$ cat config.mk
export PLATFORM = sky130hd
export DESIGN_NAME = mux4_rr_scheduler
export DESIGN_NICKNAME = d
export VERILOG_FILES = /design/src/rtl/mux4_rr_scheduler.sv
export SDC_FILE = /design/constraint.sdc
export NUM_CORES = 1
export LEC_CHECK = 0
export ABC_CLOCK_PERIOD_IN_PS = 3800
export CAP_MARGIN = 10
export CELL_PAD_IN_SITES_DETAIL_PLACEMENT = 0
export CELL_PAD_IN_SITES_GLOBAL_PLACEMENT = 1
export CORE_MARGIN = 2
export CORE_UTILIZATION = 31
export DETAILED_ROUTE_END_ITERATION = 8
export PLACE_DENSITY_LB_ADDON = 0.05
export RECOVER_POWER = 100
export SYNTH_ARGS = -nofsm -noshare
export SYNTH_HDL_FRONTEND = slang
export SYNTH_SLANG_ARGS = --single-unit
$ cat constraint.sdc
create_clock -name clk -period 3.8 [get_ports clk]
set_input_delay 1.14 -clock clk [delete_from_list [all_inputs] [get_ports clk]]
set_output_delay 1.14 -clock clk [all_outputs]
set_load 0.05 [all_outputs]
$ cat src/rtl/mux4_rr_scheduler.sv
// Round-robin owner of a shared 4:1 data mux. Each grant is held for at most
// DWELL cycles while other requesters wait; led shows the owner's data.
module mux4_rr_scheduler #(
    parameter int WIDTH = 8,
    parameter int DWELL = 4
) (
    input  logic             clk,
    input  logic             rst,
    input  logic [3:0]       req,
    input  logic [WIDTH-1:0] I0,
    input  logic [WIDTH-1:0] I1,
    input  logic [WIDTH-1:0] I2,
    input  logic [WIDTH-1:0] I3,
    output logic [1:0]       sel,
    output logic [3:0]       grant,
    output logic             valid,
    output logic [WIDTH-1:0] led
);

    localparam int CW = (DWELL > 1) ? $clog2(DWELL) : 1;
    localparam logic [CW-1:0] CNT_LAST = CW'(DWELL - 1);

    typedef enum logic {IDLE, GRANT} state_t;

    state_t        state, state_n;
    logic [1:0]    sel_n, last, last_n;
    logic [3:0]    grant_n, others;
    logic          valid_n;
    logic [CW-1:0] cnt, cnt_n;

    // First requester found scanning base+1, base+2, base+3, then base itself.
    function automatic logic [1:0] rr_pick(input logic [1:0] base, input logic [3:0] r);
        logic [1:0] idx;
        rr_pick = base;
        for (int i = 4; i >= 1; i--) begin
            idx = base + 2'(i);
            if (r[idx]) rr_pick = idx;
        end
    endfunction

    function automatic logic [3:0] onehot(input logic [1:0] s);
        onehot = 4'b0001 << s;
    endfunction

    always_ff @(posedge clk or posedge rst) begin
        if (rst) begin
            state <= IDLE;
            sel   <= 2'd0;
            grant <= 4'b0000;
            valid <= 1'b0;
            cnt   <= '0;
            last  <= 2'd3;
        end else begin
            state <= state_n;
            sel   <= sel_n;
            grant <= grant_n;
            valid <= valid_n;
            cnt   <= cnt_n;
            last  <= last_n;
        end
    end

    always_comb begin
        state_n = state;
        sel_n   = sel;
        grant_n = grant;
        valid_n = valid;
        cnt_n   = cnt;
        last_n  = last;
        others  = req & ~onehot(sel);
        case (state)
            IDLE: begin
                if (|req) begin
                    state_n = GRANT;
                    sel_n   = rr_pick(last, req);
                    grant_n = onehot(sel_n);
                    valid_n = 1'b1;
                    cnt_n   = '0;
                end
            end
            GRANT: begin
                if (!req[sel]) begin
                    // Owner let go: hand off without a bubble, or fall idle keeping sel.
                    last_n = sel;
                    cnt_n  = '0;
                    if (|req) begin
                        sel_n   = rr_pick(sel, req);
                        grant_n = onehot(sel_n);
                    end else begin
                        state_n = IDLE;
                        grant_n = 4'b0000;
                        valid_n = 1'b0;
                    end
                end else if (cnt == CNT_LAST) begin
                    // Dwell used up: rotate only if someone else is waiting.
                    last_n = sel;
                    cnt_n  = '0;
                    if (|others) begin
                        sel_n   = rr_pick(sel, req);
                        grant_n = onehot(sel_n);
                    end
                end else begin
                    cnt_n = cnt + CW'(1);
                end
            end
            default: state_n = IDLE;
        endcase
    end

    always_comb begin
        led = '0;
        if (valid) begin
            case (sel)
                2'd0:    led = I0;
                2'd1:    led = I1;
                2'd2:    led = I2;
                default: led = I3;
            endcase
        end
    end

endmodule

* After elaboration in Yosys (flattened, before gate mapping)
Index checks and enable logic that the tools add are counted.
** Word-level totals
- Bits of input ports :: 38
- Register bits after elaboration :: 12
- Word-level logic and storage cells :: 100
- Output and inout bits :: 15
** Cells by class
- Eq/ne operators :: 10
- Magnitude comparators :: 7
- Multiplexer cells :: 56
- Reduce and logical (&&, ||, !) cells :: 7
- Shifts and indexed selects :: 4
- $add $sub $neg :: 7
- Bitwise operators :: 3
** Operators by type and width (count)
- 2-bit 2-to-1 mux :: 25
- 8-bit one-hot mux with 3 select lines :: 1
- 2-bit by 3-bit < comparator with 1-bit output, second input constant :: 7
- 4-bit 2-to-1 mux :: 5
- 1-bit by 2-bit << shifter with 4-bit output, first input constant :: 4
- 1-bit binary-select mux with 2-bit select :: 7
- 1-bit 2-to-1 mux :: 12
- 2-bit adder, second input constant :: 4
- 8-bit 2-to-1 mux :: 1
- 2-bit one-hot mux with 2 select lines :: 2
- 4-bit one-hot mux with 2 select lines :: 1
- 4-bit OR reduction :: 2
- 2-bit by 1-bit adder with 2-bit output, second input constant :: 3
- 2-bit inequality test, second input constant :: 3
- 3-bit by 2-bit inequality test with 1-bit output, second input constant :: 2
- 3-bit AND reduction :: 2
- 4-bit AND :: 1
- 2-bit == test, second input constant :: 2
- 4-bit NOT :: 1
- 1-bit one-hot mux with 2 select lines :: 2
- 4-bit AND reduction :: 1
- 3-bit by 1-bit inequality test with 1-bit output, second input constant :: 1
- 2-bit by 1-bit == test with 1-bit output, second input constant :: 1
- 2-bit logical NOT :: 1
- 3 further kinds :: 3

* Logic depth before layout (Yosys ltp)
Gate-level depths: netlist (run 1).
- Depth after elaboration :: 15
- Gate-level depth with buffers :: 9
- Depth with buffers taken out :: 7

* Worst setup path before layout (run 1)
Ideal clock, no wire load.
- Kind :: reg2out
- Start :: register sel[0]
- End :: output port led[0]
- Data required time :: 2660 ps
- Arrival :: 2010 ps
- Buffers on the path :: 2
- Setup slack :: 650 ps
- Cell stages (with the launch flop) :: 8
- Path through :: dfrtp_1 -> buf_6 -> inv_1 -> ha_1 -> clkbuf_1 -> a222oi_1 -> o21ai_0 -> and2_1
** Between the ends
- Longest elaborated chain between the ends :: 3
- Elaborated cells on any way between the ends :: 5
- Those cells by class :: 2 x eq/ne; 2 x mux; 1 x reduce/logical
** RTL lines
- start: declaration :: line 14 : output logic [1:0] sel,
- start signal: assignment :: line 55 : sel <= sel_n;
- 2-bit == test, or another cell as far along :: line 113 : case (sel)
- 8-bit one-hot mux with 3 select lines * :: line 113
- 8-bit 2-to-1 mux * :: line 112 : if (valid) begin
- end: declaration :: line 17 : output logic [WIDTH-1:0] led
Every way passes the cells marked *; elsewhere a longest branch is shown, timed or not.

* Worst setup path in the final report (run 1)
- Start :: input port I0[5]
- End :: output port led[5]
** Between the ends
- Longest elaborated chain between the ends :: 2
** RTL lines
- start: declaration :: line 10 : input logic [WIDTH-1:0] I0,
- 8-bit one-hot mux with 3 select lines :: line 113
- 8-bit 2-to-1 mux :: line 112
No other way between the ends.

==> metrics.md, run 1 <==
| Metric | Value |
|---|---|
| Status | `finished, final reports clean` |
| Port Buffers | `52` |
| Sequential area share after synthesis | `between 20% and 30%` |
| Share of post-route cells with drive strength above 1 | `12.2%` |
| Routed wire length per instance | `roughly 15 um` |
| Final cell count without fillers | `226` |
| Number of synthesized flops with an enable pin | `0` |
| Mapped Nets | `173` |
| Total gr overflow | `0` |
| Place WS | `between 0.2 and 0.3 ns` |
| Routed WL | `about 3500 um` |
| HPWL after detailed placement | `~2700 um` |
| Post-route setup TNS | `0 ns` |
| Tot GR Track Use | `between 15 and 20%` |
| Die area | `about 4000 um2` |
| Initial Utilization | `approximately a third` |
| Tcrit/Tclk final | `between 90% and 100%` |
| Via-per-instance ratio | `roughly 5.3` |
| Ys flop type | `dfrtp_1` |
| Synth Warn # | `0` |
| CP required | `around 2.7 ns` |
| Placed Cells | `approximately 220` |
| Clock Pin Slew Worst Setup and Hold Paths | `approximately 0.070 ns` |
| Synthesized area per cell | `about 8.5 um2` |
| Vias in the first global route | `around 1200` |
| Critical Path AT | `approximately 2.4 ns` |
| Area Overhead vs Synth | `48.0%` |
| Worst setup startpoint | `I0[5]` |
| Critical path class | `in -> out` |
| 1st-pass router iterations | `4` |
| Slew headroom | `30.7%` |
| Unique masters post-synth | `35` |
| Cells after Synth | `between 100 and 150` |
| Row count | `21` |
| Core area | `around 3400 um2` |
| Most frequent cells in the layout | `clkdlybuf4s50_1, nand2_1, nand2b_1, o21ai_0, dfrtp_1` |
| Final Wtd Congestion | `roughly 0.75` |
| FFs w/ async S/R, synth | `100%` |
| Initial antenna violation count | `0` |
| Reg-to-reg slack, setup | `approximately 1.3 ns` |
| H-tree depth | `1` |
| Post-layout power | `approximately 1.3 mW` |
| Hold Startpoint | `grant[1]` |
| DRT iter0 DRCs | `61` |
| Die H | `63.7 um` |
| CP Launch Type | `input pin` |
| Setup WS post-layout | `between 0.2 and 0.25 ns` |
| Mapped cell area | `approximately 1100 um2` |
| Hold crit path type | `reg -> reg` |
| Slew Limit Fails | `0` |
| CTS tree | `yes` |
| Unrepaired setup endpoints after global routing | `false` |
| CTS root buffer | `clkbuf_4` |
| Most common cell after layout, fill and taps aside | `clkdlybuf4s50_1` |
| CP max FO | `1` |
| Leak pwr | `0.700 nW` |
| Number of routed nets with antenna violations | `0` |
| Setup Fix Bufs, Post-CTS | `0` |
| R2R Path Start | `sel[1]` |
| Worst clock skew | `around 0.0021 ns` |
| CTS Hold Bufs | `0` |
| First-pass GRT wire length | `approximately 5900 um` |
| CP endpoint kind | `output port` |
| #FFs+latches synth | `12` |
| Resized Gates After CTS | `0` |
| I/O pin total | `53` |
| DRC viols | `0` |
| Final design area excluding fillers | `roughly 1600 um2` |
| PD cells | `787 nW/um2` |
| Clk sink count | `12` |
| Clk buf depth | `2` |
| Slew @ Worst Pin | `about 1 ns` |
| Total inserted antenna cells | `0` |
| Maximum vdd drop | `~480 uV` |
| Setup Viol. Count Final | `0` |
| Net count, final | `about 220` |
| Placed standard-cell area | `1640 um2` |
| Final Hold Viols | `0` |
| DR vias | `around 1200` |
| Largest net degree at the start of global routing | `18` |
| Die Width | `~64 um` |
| Min cycle time layout | `about 3.6 ns` |
| Num CTS Buffers | `3` |
| Max_cap viols | `0` |
| Highest clock rate | `between 0.2 and 0.3 GHz` |
| Clock Latency Late Sink | `between 0.2 and 0.3 ns` |
-- state kept, by name, summed over array words and instances, names as in the netlist --
signal and cells:
sel 2, cnt 2, state 1, valid 1
last 2, grant 4
-- power breakdown --
| group | switching, mW | total, mW | internal, mW | leakage, nW |
|---|---|---|---|---|
| combinational | 0.601 | 0.972 | 0.371 | 0.541 |
| sequential | 0.0475 | 0.234 | 0.187 | 0.143 |
| clock | 0.0417 | 0.0824 | 0.0407 | 0.0150 |
| total | 0.690 | 1.29 | 0.598 | 0.700 |
-- worst max-delay path: stages --
cell	delay, ns
clkdlybuf4s50_1	0.40
a222oi_1	0.36
o21ai_0	0.12
and2_1	0.17
clkbuf_2	0.23
-- cell type report --
class,count,area (um2)
clock buffers,4,26.3
fillers,328,1750
inverters,8,30.0
multi-input cells,103,732
flip-flops and latches,12,303
well taps,46,57.6
repair buffers,53,488
-- cell families (layout without fill, tap and decap cells) --
| logic type | after synthesis | after routing | share of synthesized area, % |
|---|---|---|---|
| adder cells (fa/ha/maj) | 5 | 5 | 5.66 |
| multiplexers | 10 | 10 | 12.6 |
| AO/OA/AOI/OAI | 38 | 38 | 26.2 |
| AND/OR/NAND/NOR | 50 | 50 | 22.4 |
| buffers and inverters | 15 | 65 | 5.77 |
| flip-flops | 12 | 12 | 27.4 |
-- metrics by stage --
stage | util, % | hold WS, ns
after floorplan | - | 0.459
after global placement | 48.3 | 0.473
after detailed placement | 48.3 | 0.482
after CTS | 49.1 | 0.500
after global routing | 48.3 | 0.539
final | 48.3 | 0.491
-- path summary, 6_finish.rpt --
kind                       cells past startpoint        to
max in group asynchronous                      2   last[0]
min in group asynchronous                      2     state
max reg2reg                                    7    sel[0]
max                                            5    led[5]
min                                            2  grant[1]
min reg2reg                                    2  grant[1]
-- synthesized netlist by cell type, types with 2 or more instances --
| cell type | count | area (um2) |
|---|---|---|
| dfrtp_1 | 10 | 250 |
| or2_2 | 2 | 12.5 |
| a21oi_1 | 5 | 25.0 |
| inv_1 | 8 | 30.0 |
| dfstp_2 | 2 | 52.6 |
| nor2_1 | 6 | 22.5 |
| ha_1 | 5 | 62.6 |
| clkbuf_1 | 6 | 22.5 |
| nand2b_1 | 10 | 62.6 |
| and2_1 | 8 | 50.1 |
| a222oi_1 | 8 | 80.1 |
| o221ai_1 | 4 | 35.0 |
| mux2_2 | 4 | 45.0 |
| nand2_1 | 20 | 75.1 |
| mux2i_1 | 3 | 30.0 |
| o21ai_0 | 10 | 50.1 |
-- layer usage --
metal  wire length [um]  GRT usage, %
met1               1560          22.3
met2               1730          32.1
met3                169          2.64
met4                 27          4.08
met5                  0             0
(Power assumes the default switching activity.)
==> run 2: changes to the inputs <==
- TNS_END_PERCENT: default -> 100
==> results of run 2 <==
The final DEF is identical to that of run 1; final timing and power are the same.
==> run 3: changes to the inputs <==
- CTS_CLUSTER_DIAMETER: default -> 40
==> results of run 3 <==
The final DEF is identical to that of run 1; final timing and power are the same.
